### src/rtl/firebird7_in_gate1_tessent_tdr_data_ctl_w3_if.sv
// IJTAG segment signals between the gate1 controller/mux side and the data-control TDR.
// The master side drives the scan enables and mux observation; the slave is the TDR.
interface firebird7_in_gate1_tessent_tdr_data_ctl_w3_if #(
    parameter int WIDTH = 3
);
    logic             ijtag_sel;
    logic             ijtag_ce;
    logic             ijtag_se;
    logic             ijtag_ue;
    logic             ijtag_si;
    logic             ijtag_so;
    logic [WIDTH-1:0] observed_data;
    logic [WIDTH-1:0] ijtag_data_in;
    logic             ijtag_select;
    logic             capture_done;

    modport master (
        output ijtag_sel, ijtag_ce, ijtag_se, ijtag_ue, ijtag_si, observed_data,
        input  ijtag_so, ijtag_data_in, ijtag_select, capture_done
    );

    modport slave (
        input  ijtag_sel, ijtag_ce, ijtag_se, ijtag_ue, ijtag_si, observed_data,
        output ijtag_so, ijtag_data_in, ijtag_select, capture_done
    );
endinterface

### src/rtl/firebird7_in_gate1_tessent_tdr_data_ctl_w3.sv
// IJTAG TDR controlling one gate1 data mux: captures the mux output and select,
// shifts it on the chain, and on update drives override data/select back to the mux.
module firebird7_in_gate1_tessent_tdr_data_ctl_w3 #(
    parameter int               WIDTH        = 3,
    parameter logic [WIDTH-1:0] RESET_DATA   = '0,
    parameter logic             RESET_SELECT = 1'b0
) (
    input  logic ijtag_tck,
    input  logic ijtag_reset,
    firebird7_in_gate1_tessent_tdr_data_ctl_w3_if.slave bus
);
    logic [WIDTH:0] shift_reg;
    logic [WIDTH:0] update_reg;
    logic           capture_done_q;

    // Capture beats shift beats update when enables overlap; nothing moves while deselected.
    always_ff @(posedge ijtag_tck) begin
        if (ijtag_reset) begin
            shift_reg      <= '0;
            update_reg     <= {RESET_SELECT, RESET_DATA};
            capture_done_q <= 1'b0;
        end else begin
            capture_done_q <= 1'b0;
            if (bus.ijtag_sel) begin
                if (bus.ijtag_ce) begin
                    shift_reg      <= {update_reg[WIDTH], bus.observed_data};
                    capture_done_q <= 1'b1;
                end else if (bus.ijtag_se) begin
                    shift_reg <= {bus.ijtag_si, shift_reg[WIDTH:1]};
                end else if (bus.ijtag_ue) begin
                    update_reg <= shift_reg;
                end
            end
        end
    end

    assign bus.ijtag_so      = shift_reg[0];
    assign bus.ijtag_select  = update_reg[WIDTH];
    assign bus.ijtag_data_in = update_reg[WIDTH-1:0];
    assign bus.capture_done  = capture_done_q;
endmodule

### src/flat_wrapper.sv
// flat-port wrapper written by rule: the top's interface ports become plain ports
module firebird7_in_gate1_tessent_tdr_data_ctl_w3_flat 
#(
    parameter int               WIDTH        = 3,
    parameter logic [WIDTH-1:0] RESET_DATA   = '0,
    parameter logic             RESET_SELECT = 1'b0
)
  (ijtag_tck, ijtag_reset, bus_ijtag_sel, bus_ijtag_ce, bus_ijtag_se, bus_ijtag_ue, bus_ijtag_si, bus_observed_data, bus_ijtag_so, bus_ijtag_data_in, bus_ijtag_select, bus_capture_done);
  firebird7_in_gate1_tessent_tdr_data_ctl_w3_if #(.WIDTH(WIDTH)) bus_i ();
  input  logic ijtag_tck;
  input  logic ijtag_reset;
  input wire logic [$bits(bus_i.ijtag_sel)-1:0] bus_ijtag_sel;
  input wire logic [$bits(bus_i.ijtag_ce)-1:0] bus_ijtag_ce;
  input wire logic [$bits(bus_i.ijtag_se)-1:0] bus_ijtag_se;
  input wire logic [$bits(bus_i.ijtag_ue)-1:0] bus_ijtag_ue;
  input wire logic [$bits(bus_i.ijtag_si)-1:0] bus_ijtag_si;
  input wire logic [$bits(bus_i.observed_data)-1:0] bus_observed_data;
  output wire logic [$bits(bus_i.ijtag_so)-1:0] bus_ijtag_so;
  output wire logic [$bits(bus_i.ijtag_data_in)-1:0] bus_ijtag_data_in;
  output wire logic [$bits(bus_i.ijtag_select)-1:0] bus_ijtag_select;
  output wire logic [$bits(bus_i.capture_done)-1:0] bus_capture_done;
  assign bus_i.ijtag_sel = bus_ijtag_sel;
  assign bus_i.ijtag_ce = bus_ijtag_ce;
  assign bus_i.ijtag_se = bus_ijtag_se;
  assign bus_i.ijtag_ue = bus_ijtag_ue;
  assign bus_i.ijtag_si = bus_ijtag_si;
  assign bus_i.observed_data = bus_observed_data;
  assign bus_ijtag_so = bus_i.ijtag_so;
  assign bus_ijtag_data_in = bus_i.ijtag_data_in;
  assign bus_ijtag_select = bus_i.ijtag_select;
  assign bus_capture_done = bus_i.capture_done;
  firebird7_in_gate1_tessent_tdr_data_ctl_w3 #(.WIDTH(WIDTH), .RESET_DATA(RESET_DATA), .RESET_SELECT(RESET_SELECT)) u_core (.ijtag_tck(ijtag_tck), .ijtag_reset(ijtag_reset), .bus(bus_i));
endmodule
### config.mk
export PLATFORM = sky130hd
export DESIGN_NAME = firebird7_in_gate1_tessent_tdr_data_ctl_w3_flat
export DESIGN_NICKNAME = d
export VERILOG_FILES = /design/src/rtl/firebird7_in_gate1_tessent_tdr_data_ctl_w3_if.sv /design/src/rtl/firebird7_in_gate1_tessent_tdr_data_ctl_w3.sv /design/src/flat_wrapper.sv
export SDC_FILE = /design/constraint.sdc
export NUM_CORES = 1
export LEC_CHECK = 0
export BUFFER_PORTS_ARGS = -buffer_cell sky130_fd_sc_hd__buf_2
export CAP_MARGIN = 10
export CORE_AREA = 10 10 47 49
export CTS_CLUSTER_DIAMETER = 120
export DETAILED_ROUTE_END_ITERATION = 12
export DIE_AREA = 0 0 57 59
export PLACE_DENSITY_LB_ADDON = 0.12
export SETUP_SLACK_MARGIN = 0.15
export SYNTH_ARGS = -nofsm -noshare
export SYNTH_HDL_FRONTEND = slang
export SYNTH_SLANG_ARGS = --single-unit
export TNS_END_PERCENT = 100
### constraint.sdc
create_clock -name ijtag_tck -period 2.2 [get_ports ijtag_tck]
set_input_delay 0 -clock ijtag_tck [delete_from_list [all_inputs] [get_ports ijtag_tck]]
set_output_delay 0 -clock ijtag_tck [all_outputs]
set_load 0.05 [all_outputs]
==> impl_metrics.env, run 1 <==
export IMPL_run_status="completed"
export IMPL_clkTransAtPathRegs_ns=0.07
export IMPL_minimum_clock_period_after_layout_ns=1.091
export IMPL_yosysSeqAreaShare_pct=48.98
export IMPL_syn_inst=36
export IMPL_drt_pre_antenna_iters=3
export IMPL_power_internal_uw=259.1
export IMPL_detail_route_iter0_violations=3
export IMPL_flow_area_growth_from_synthesis_pct=30.27
export IMPL_total_power_consumption_uw=350.1
export IMPL_grt_first_pass_wirelength_microns=1580
export IMPL_cts_max_path_buffers=2
export IMPL_critical_path_arrival_ns=1.25
export IMPL_clock_root_buffer="sky130_fd_sc_hd__clkbuf_4"
export IMPL_place_area_sq_um=442.9
export IMPL_cap_viol_max_count=0
export IMPL_grt_usage_pct=6.166
export IMPL_synthTopCellsByArea="sky130_fd_sc_hd__dfxtp_1 49%, sky130_fd_sc_hd__mux2i_1 22%, sky130_fd_sc_hd__nor2_1 9.2%"
export IMPL_wl_met1_microns=318
export IMPL_detailroute_wirelength_met3_microns=143
export IMPL_worst_endpoint_required_ns=2.36
export IMPL_numClockSinks=9
export IMPL_timing_setup_critical_path_class="in -> reg"
export IMPL_timing_final_ws_setup_ns=1.109
export IMPL_cts_htree_levels=1
export IMPL_drt_drc_violations_left=0
export IMPL_floorplan_die_height_microns=59
export IMPL_cts_tree="built"
export IMPL_grt_setup_unrepaired="false"
export IMPL_grt_ovfl_total=0
export IMPL_place_ws_ns=1.271
export IMPL_tightest_slew_ns=0.2622
export IMPL_synth_top_area_share_pct=48.98
export IMPL_nets=64
export IMPL_final_core_util_pct=34.20
export IMPL_critical_path_cell_chain="dlygate4sd3_1, buf_2, o21a_1, nor2_1, a211oi_1"
export IMPL_relative_contribution_of_sequential_cells_to_total_power_pct=49.9
export IMPL_setup_viol=0
export IMPL_detail_route_wirelength_microns=918
export IMPL_comb_power_share_pct=13.5
export IMPL_place_inst=64
export IMPL_floorplan_rows=14
export IMPL_wl_per_cell_microns=13.30
export IMPL_clock_skew_ns=0.01077
export IMPL_met2_wirelength_microns=449
export IMPL_vias=322
export IMPL_core_region_area_sq_um=1401
export IMPL_final_area_sq_um=479.2
export IMPL_power_density_nw_per_um2=730.5
export IMPL_postSynthRegisterBits=9
export IMPL_hold_violation_total_from_the_final_report=0
export IMPL_placement_io_buffers=15
export IMPL_cp_num_buf_inv=2
export IMPL_diodes=0
export IMPL_initial_antenna_violation_count=0
export IMPL_peakVddDrop_mv=0.3702
export IMPL_synth_area_leader_cell="sky130_fd_sc_hd__dfxtp_1"
export IMPL_drt_antenna_violating_nets=0
export IMPL_netlist_cell_types=10
export IMPL_max_stage_delay_ns=0.53
export IMPL_stdcell_count=69
export IMPL_cellLeakagePower_nw=0.2187
export IMPL_numCtsBuffers=3
export IMPL_switchingPower_uw=90.95
export IMPL_clock_power_share_pct=36.6
export IMPL_tns_ns=0
export IMPL_synth_net_count=46
export IMPL_fillCellCount=164
export IMPL_gp_congestion=0.7204
export IMPL_yosys_warnings=0
export IMPL_cp_max_delay_cell="sky130_fd_sc_hd__dlygate4sd3_1"
export IMPL_worstSetupEndpointType="flop"
export IMPL_hold_path_class="in -> reg"
export IMPL_initial_core_utilization_pct=26.25
export IMPL_vias_per_cell=4.667
export IMPL_first_global_vias=332
export IMPL_uppermost_signal_routing_layer_after_detailed_routing="met4"
export IMPL_drv_slew=0
export IMPL_final_layout_size_suffix_gt1_share_pct=35.85
export IMPL_smallest_hold_slack_ns=0.01793
export IMPL_maxSlewHeadroom_pct=82.52
export IMPL_pin_count_of_the_biggest_net_entering_global_routing=10
export IMPL_num_io_pins=16
export IMPL_setup_worst_path_start_class="primary input"
export IMPL_netSwitchingFraction_pct=25.98
export IMPL_critical_path_fanout_max=8
export IMPL_timing_final_crit_share_pct=49.59
export IMPL_mean_area_per_synthesized_cell_sq_um=10.22
export IMPL_cpLargestDelayFamily="buffers and inverters"
export IMPL_maxClockFrequency_ghz=0.9167
export IMPL_clock_latency_ns=0.26
export IMPL_syn_cell_area_sq_um=367.9
export IMPL_die_area_sq_um=3363
export IMPL_floorplan_die_width_microns=57
## Yosys cell counts
cell type / instances
sky130_fd_sc_hd__nand2_1: 1
sky130_fd_sc_hd__a211oi_1: 4
sky130_fd_sc_hd__dfxtp_1: 9
sky130_fd_sc_hd__nor2_1: 9
sky130_fd_sc_hd__clkbuf_2: 1
sky130_fd_sc_hd__o21a_1: 1
sky130_fd_sc_hd__clkbuf_1: 1
sky130_fd_sc_hd__and4bb_2: 1
sky130_fd_sc_hd__buf_6: 1
sky130_fd_sc_hd__mux2i_1: 8
## power groups by stage
stage               Clock, mW  Combinational (mW)  Sequential [mW]
global route            0.145              0.0528            0.175
floorplan                   0              0.0230            0.188
global placement            0              0.0453            0.178
detailed placement          0              0.0460            0.178
finish                  0.128              0.0472            0.175
CTS                     0.135              0.0478            0.175
## final timing paths
kind	start	to	slack (ns)	cells past startpoint
setup reg to reg	u_core.shift_reg[3]$_SDFFE_PP0P_	u_core.shift_reg[2]$_SDFFE_PP0P_	1.42	2
hold / removal	ijtag_reset	u_core.update_reg[3]$_SDFFE_PP0P_	0.02	2
hold reg to reg	u_core.update_reg[1]$_SDFFE_PP0P_	u_core.update_reg[1]$_SDFFE_PP0P_	0.50	2
setup / recovery	bus_ijtag_sel	u_core.shift_reg[2]$_SDFFE_PP0P_	1.11	5
## cells by family after synthesis
logic type	Yosys count	share of synthesized area, %
AND/OR/NAND/NOR	11	13.60
multiplexers	8	21.77
AO/OA/AOI/OAI	5	10.21
flip-flops	9	48.98
buffers and inverters	3	5.440
## area by class of cell
type | instances | area (sq um) | share of cell area [%]
repair buffers | 16 | 85.08 | 17.75
flip-flops and latches | 9 | 180.2 | 37.60
well taps | 16 | 20.02 | 4.178
clock buffers | 4 | 26.28 | 5.483
multi-input cells | 24 | 167.7 | 34.99
## repair_timing
action                                 CTS  global route
gates resized for setup                  0             0
buffers inserted                         0             0
hold buffers                             1             0
endpoints found under the hold margin    1             0
## metal layers
metal  global-route usage [%]  up-vias
li1                         -      159
met1                    5.897      150
met2                    9.147       11
met3                    6.652        2
met4                    1.007        0
met5                        0        -
## cell usage in the layout (no fill, tap or decap)
master | netlist | routed
sky130_fd_sc_hd__and4bb_2 | 1 | 1
sky130_fd_sc_hd__a211oi_1 | 4 | 4
sky130_fd_sc_hd__clkbuf_4 | 0 | 3
sky130_fd_sc_hd__clkbuf_1 | 1 | 1
sky130_fd_sc_hd__dfxtp_1 | 9 | 9
sky130_fd_sc_hd__dlygate4sd3_1 | 0 | 1
sky130_fd_sc_hd__nand2_1 | 1 | 1
sky130_fd_sc_hd__mux2i_1 | 8 | 8
sky130_fd_sc_hd__nor2_1 | 9 | 9
sky130_fd_sc_hd__o21a_1 | 1 | 1
sky130_fd_sc_hd__buf_2 | 0 | 15
(Power assumes the default switching activity.)
==> run 2, diff against run 1 <==
==> constraint.sdc (replaced) <==
create_clock -name ijtag_tck -period 0.9 [get_ports ijtag_tck]
set_input_delay 0 -clock ijtag_tck [delete_from_list [all_inputs] [get_ports ijtag_tck]]
set_output_delay 0 -clock ijtag_tck [all_outputs]
set_load 0.05 [all_outputs]
==> run 2 against run 1 <==
  * Utilization up 6.4 points
  * Worst hold slack better by 0.0013 ns
  * Sequential share of layout area down 3.1 points
  * Critical path depth down 4
  * Worst setup slack worse by 0.97 ns
  * Design area up 19%
  * Total power rose to 2.5 times the previous value
  * Critical endpoint is now bus_ijtag_data_in[2]
  * Largest cell class unchanged
  * Largest power group unchanged
==> impl_metrics.env, run 2 (synthesized netlist as in run 1, its figures left out) <==
export IMPL_run_status="completed"
export IMPL_detail_route_wirelength_microns=971
export IMPL_worst_hold_path_num_cells=2
export IMPL_critical_path_fanout_max=2
export IMPL_worstReg2RegStart="u_core.shift_reg[2]$_SDFFE_PP0P_"
export IMPL_setup_worst_path_start_class="flop"
export IMPL_grt_ovfl_total=0
export IMPL_grt_usage_pct=6.061
export IMPL_clock_skew_ns=0.001424
export IMPL_cts_tree="built"
export IMPL_placement_io_buffers=15
export IMPL_numClockSinks=9
export IMPL_hold_violation_total_from_the_final_report=0
export IMPL_cp_max_delay_cell="sky130_fd_sc_hd__dfxtp_2"
export IMPL_cts_htree_levels=1
export IMPL_place_ws_ns=0.02255
export IMPL_cap_viol_max_count=0
export IMPL_worst_endpoint_required_ns=0.90
export IMPL_grt_setup_unrepaired="true"
export IMPL_initial_antenna_violation_count=0
export IMPL_post_dp_hpwl_microns=735.6
export IMPL_clock_latency_ns=0.26
export IMPL_die_area_sq_um=3363
export IMPL_reg2reg_setup_slack_ns=0.20
export IMPL_layout_cells_most_common_list="9 x sky130_fd_sc_hd__nor2_1, 9 x sky130_fd_sc_hd__buf_2, 8 x sky130_fd_sc_hd__mux2i_1"
export IMPL_final_area_sq_um=569.3
export IMPL_num_io_pins=16
export IMPL_hold_path_class="in -> reg"
export IMPL_post_cts_setup_buffer_count=0
export IMPL_power_density_nw_per_um2=1538
export IMPL_final_layout_size_suffix_gt1_share_pct=52.73
export IMPL_grt_first_pass_wirelength_microns=1490
export IMPL_hold_end="u_core.bus.capture_done$_SDFF_PP0_"
export IMPL_timing_final_crit_share_pct=84.21
export IMPL_worstSetupEndpointType="primary output"
export IMPL_floorplan_die_height_microns=59
export IMPL_cpLargestDelayFamily="flip-flops"
export IMPL_nets=66
export IMPL_flow_area_growth_from_synthesis_pct=54.76
export IMPL_place_inst=65
export IMPL_critical_path_cell_chain="buf_8"
export IMPL_groute_layer_met3_usage_pct=3.863
export IMPL_reg2regPathDepth=2
export IMPL_switchingPower_uw=223.8
export IMPL_vias=325
export IMPL_gp_congestion=0.7302
export IMPL_cellLeakagePower_nw=0.2414
export IMPL_drt_drc_violations_left=0
export IMPL_netSwitchingFraction_pct=25.56
export IMPL_relative_contribution_of_sequential_cells_to_total_power_pct=49.0
export IMPL_clkTransAtPathRegs_ns=0.06
export IMPL_core_region_area_sq_um=1401
export IMPL_r2r_end="u_core.shift_reg[1]$_SDFFE_PP0P_"
export IMPL_groute_layer_met2_usage_pct=9.612
export IMPL_global_route_usage_met1_pct=5.370
export IMPL_numCtsBuffers=3
export IMPL_tns_ns=0
export IMPL_maxClockFrequency_ghz=1.319
export IMPL_clock_power_share_pct=35.6
export IMPL_clock_root_buffer="sky130_fd_sc_hd__clkbuf_4"
export IMPL_cts_max_path_buffers=2
export IMPL_minimum_clock_period_after_layout_ns=0.7579
export IMPL_fillCellCount=155
export IMPL_comb_power_share_pct=15.4
export IMPL_maxSlewHeadroom_pct=82.08
export IMPL_peakVddDrop_mv=0.8512
export IMPL_critical_path_arrival_ns=0.76
export IMPL_drt_antenna_violating_nets=0
export IMPL_floorplan_die_width_microns=57
export IMPL_first_global_vias=317
export IMPL_stdcell_count=71
export IMPL_worstHoldStart="ijtag_reset"
export IMPL_diodes=0
export IMPL_vias_per_cell=4.577
export IMPL_drv_slew=0
export IMPL_floorplan_rows=14
export IMPL_initial_core_utilization_pct=26.25
export IMPL_setup_viol=0
export IMPL_detail_route_iter0_violations=1
export IMPL_wl_per_cell_microns=13.68
export IMPL_max_stage_delay_ns=0.35
export IMPL_place_area_sq_um=461.7
export IMPL_drt_pre_antenna_iters=3
export IMPL_pin_count_of_the_biggest_net_entering_global_routing=10
export IMPL_cp_num_buf_inv=1
export IMPL_timing_setup_critical_path_class="reg -> out"
export IMPL_timing_final_ws_setup_ns=0.1421
export IMPL_tightest_slew_ns=0.2688
export IMPL_power_internal_uw=651.6
export IMPL_global_route_layer_with_the_greatest_usage="met2"
## run 2: cell count changes in the layout (fill, tap and decap cells not counted), sizes merged
cell         before  now
buf              15   16
dlygate4sd3       1    2
## run 2: cell type report
cell class / instances / area (sq um) / share of cell area, %
multi-input cells: 24 / 167.7 / 29.45
clock buffers: 4 / 26.28 / 4.615
repair buffers: 18 / 158.9 / 27.91
flip-flops and latches: 9 / 196.4 / 34.51
well taps: 16 / 20.02 / 3.516
## run 2: stage by stage
step	power [mW]	hold WS, ns	utilization, %
finish	0.8754	0.01920	40.63
global route	0.9159	0.02757	40.63
CTS	0.8825	0.01361	39.73
detailed placement	0.5490	0.2481	32.95
global placement	0.5475	0.2392	32.95
floorplan	0.5167	0.1205	-
## run 2: worst max-delay path by stage
stage	from	to	slack (ns)	cells past startpoint
2_1_floorplan	bus_ijtag_ce	u_core.update_reg[0]$_SDFFE_PP0P_	0.04	5
3_3_place_gp	bus_ijtag_ce	u_core.update_reg[1]$_SDFFE_PP0P_	0.03	4
3_5_place_dp	bus_ijtag_ce	u_core.update_reg[0]$_SDFFE_PP0P_	0.02	4
4_1_cts	u_core.update_reg[3]$_SDFFE_PP0P_	bus_ijtag_select	0.13	1
5_1_grt	u_core.update_reg[2]$_SDFFE_PP0P_	bus_ijtag_data_in[2]	0.12	1
6_report	u_core.update_reg[2]$_SDFFE_PP0P_	bus_ijtag_data_in[2]	0.14	1
## run 2: power by group through the flow
stage / clock, mW / combinational (mW) / sequential (mW)
2_1_floorplan: 0 / 0.0599 / 0.457
3_3_place_gp: 0 / 0.114 / 0.434
3_5_place_dp: 0 / 0.116 / 0.433
4_1_cts: 0.321 / 0.134 / 0.427
5_1_grt: 0.336 / 0.148 / 0.432
6_report: 0.311 / 0.135 / 0.429
## run 2: what timing repair did
item,in CTS,in global routing
pin swaps,0,2
cloned,0,0
endpoints found under the setup margin,6,10
hold buffers,2,0
resized for setup,15,6
endpoints found under the hold margin,1,0
## run 2: per-layer routing
layer	vias up	part of all wire (%)
li1	165	-
met1	145	40
met2	11	47
met3	4	9.7
met4	0	3.0
met5	-	0
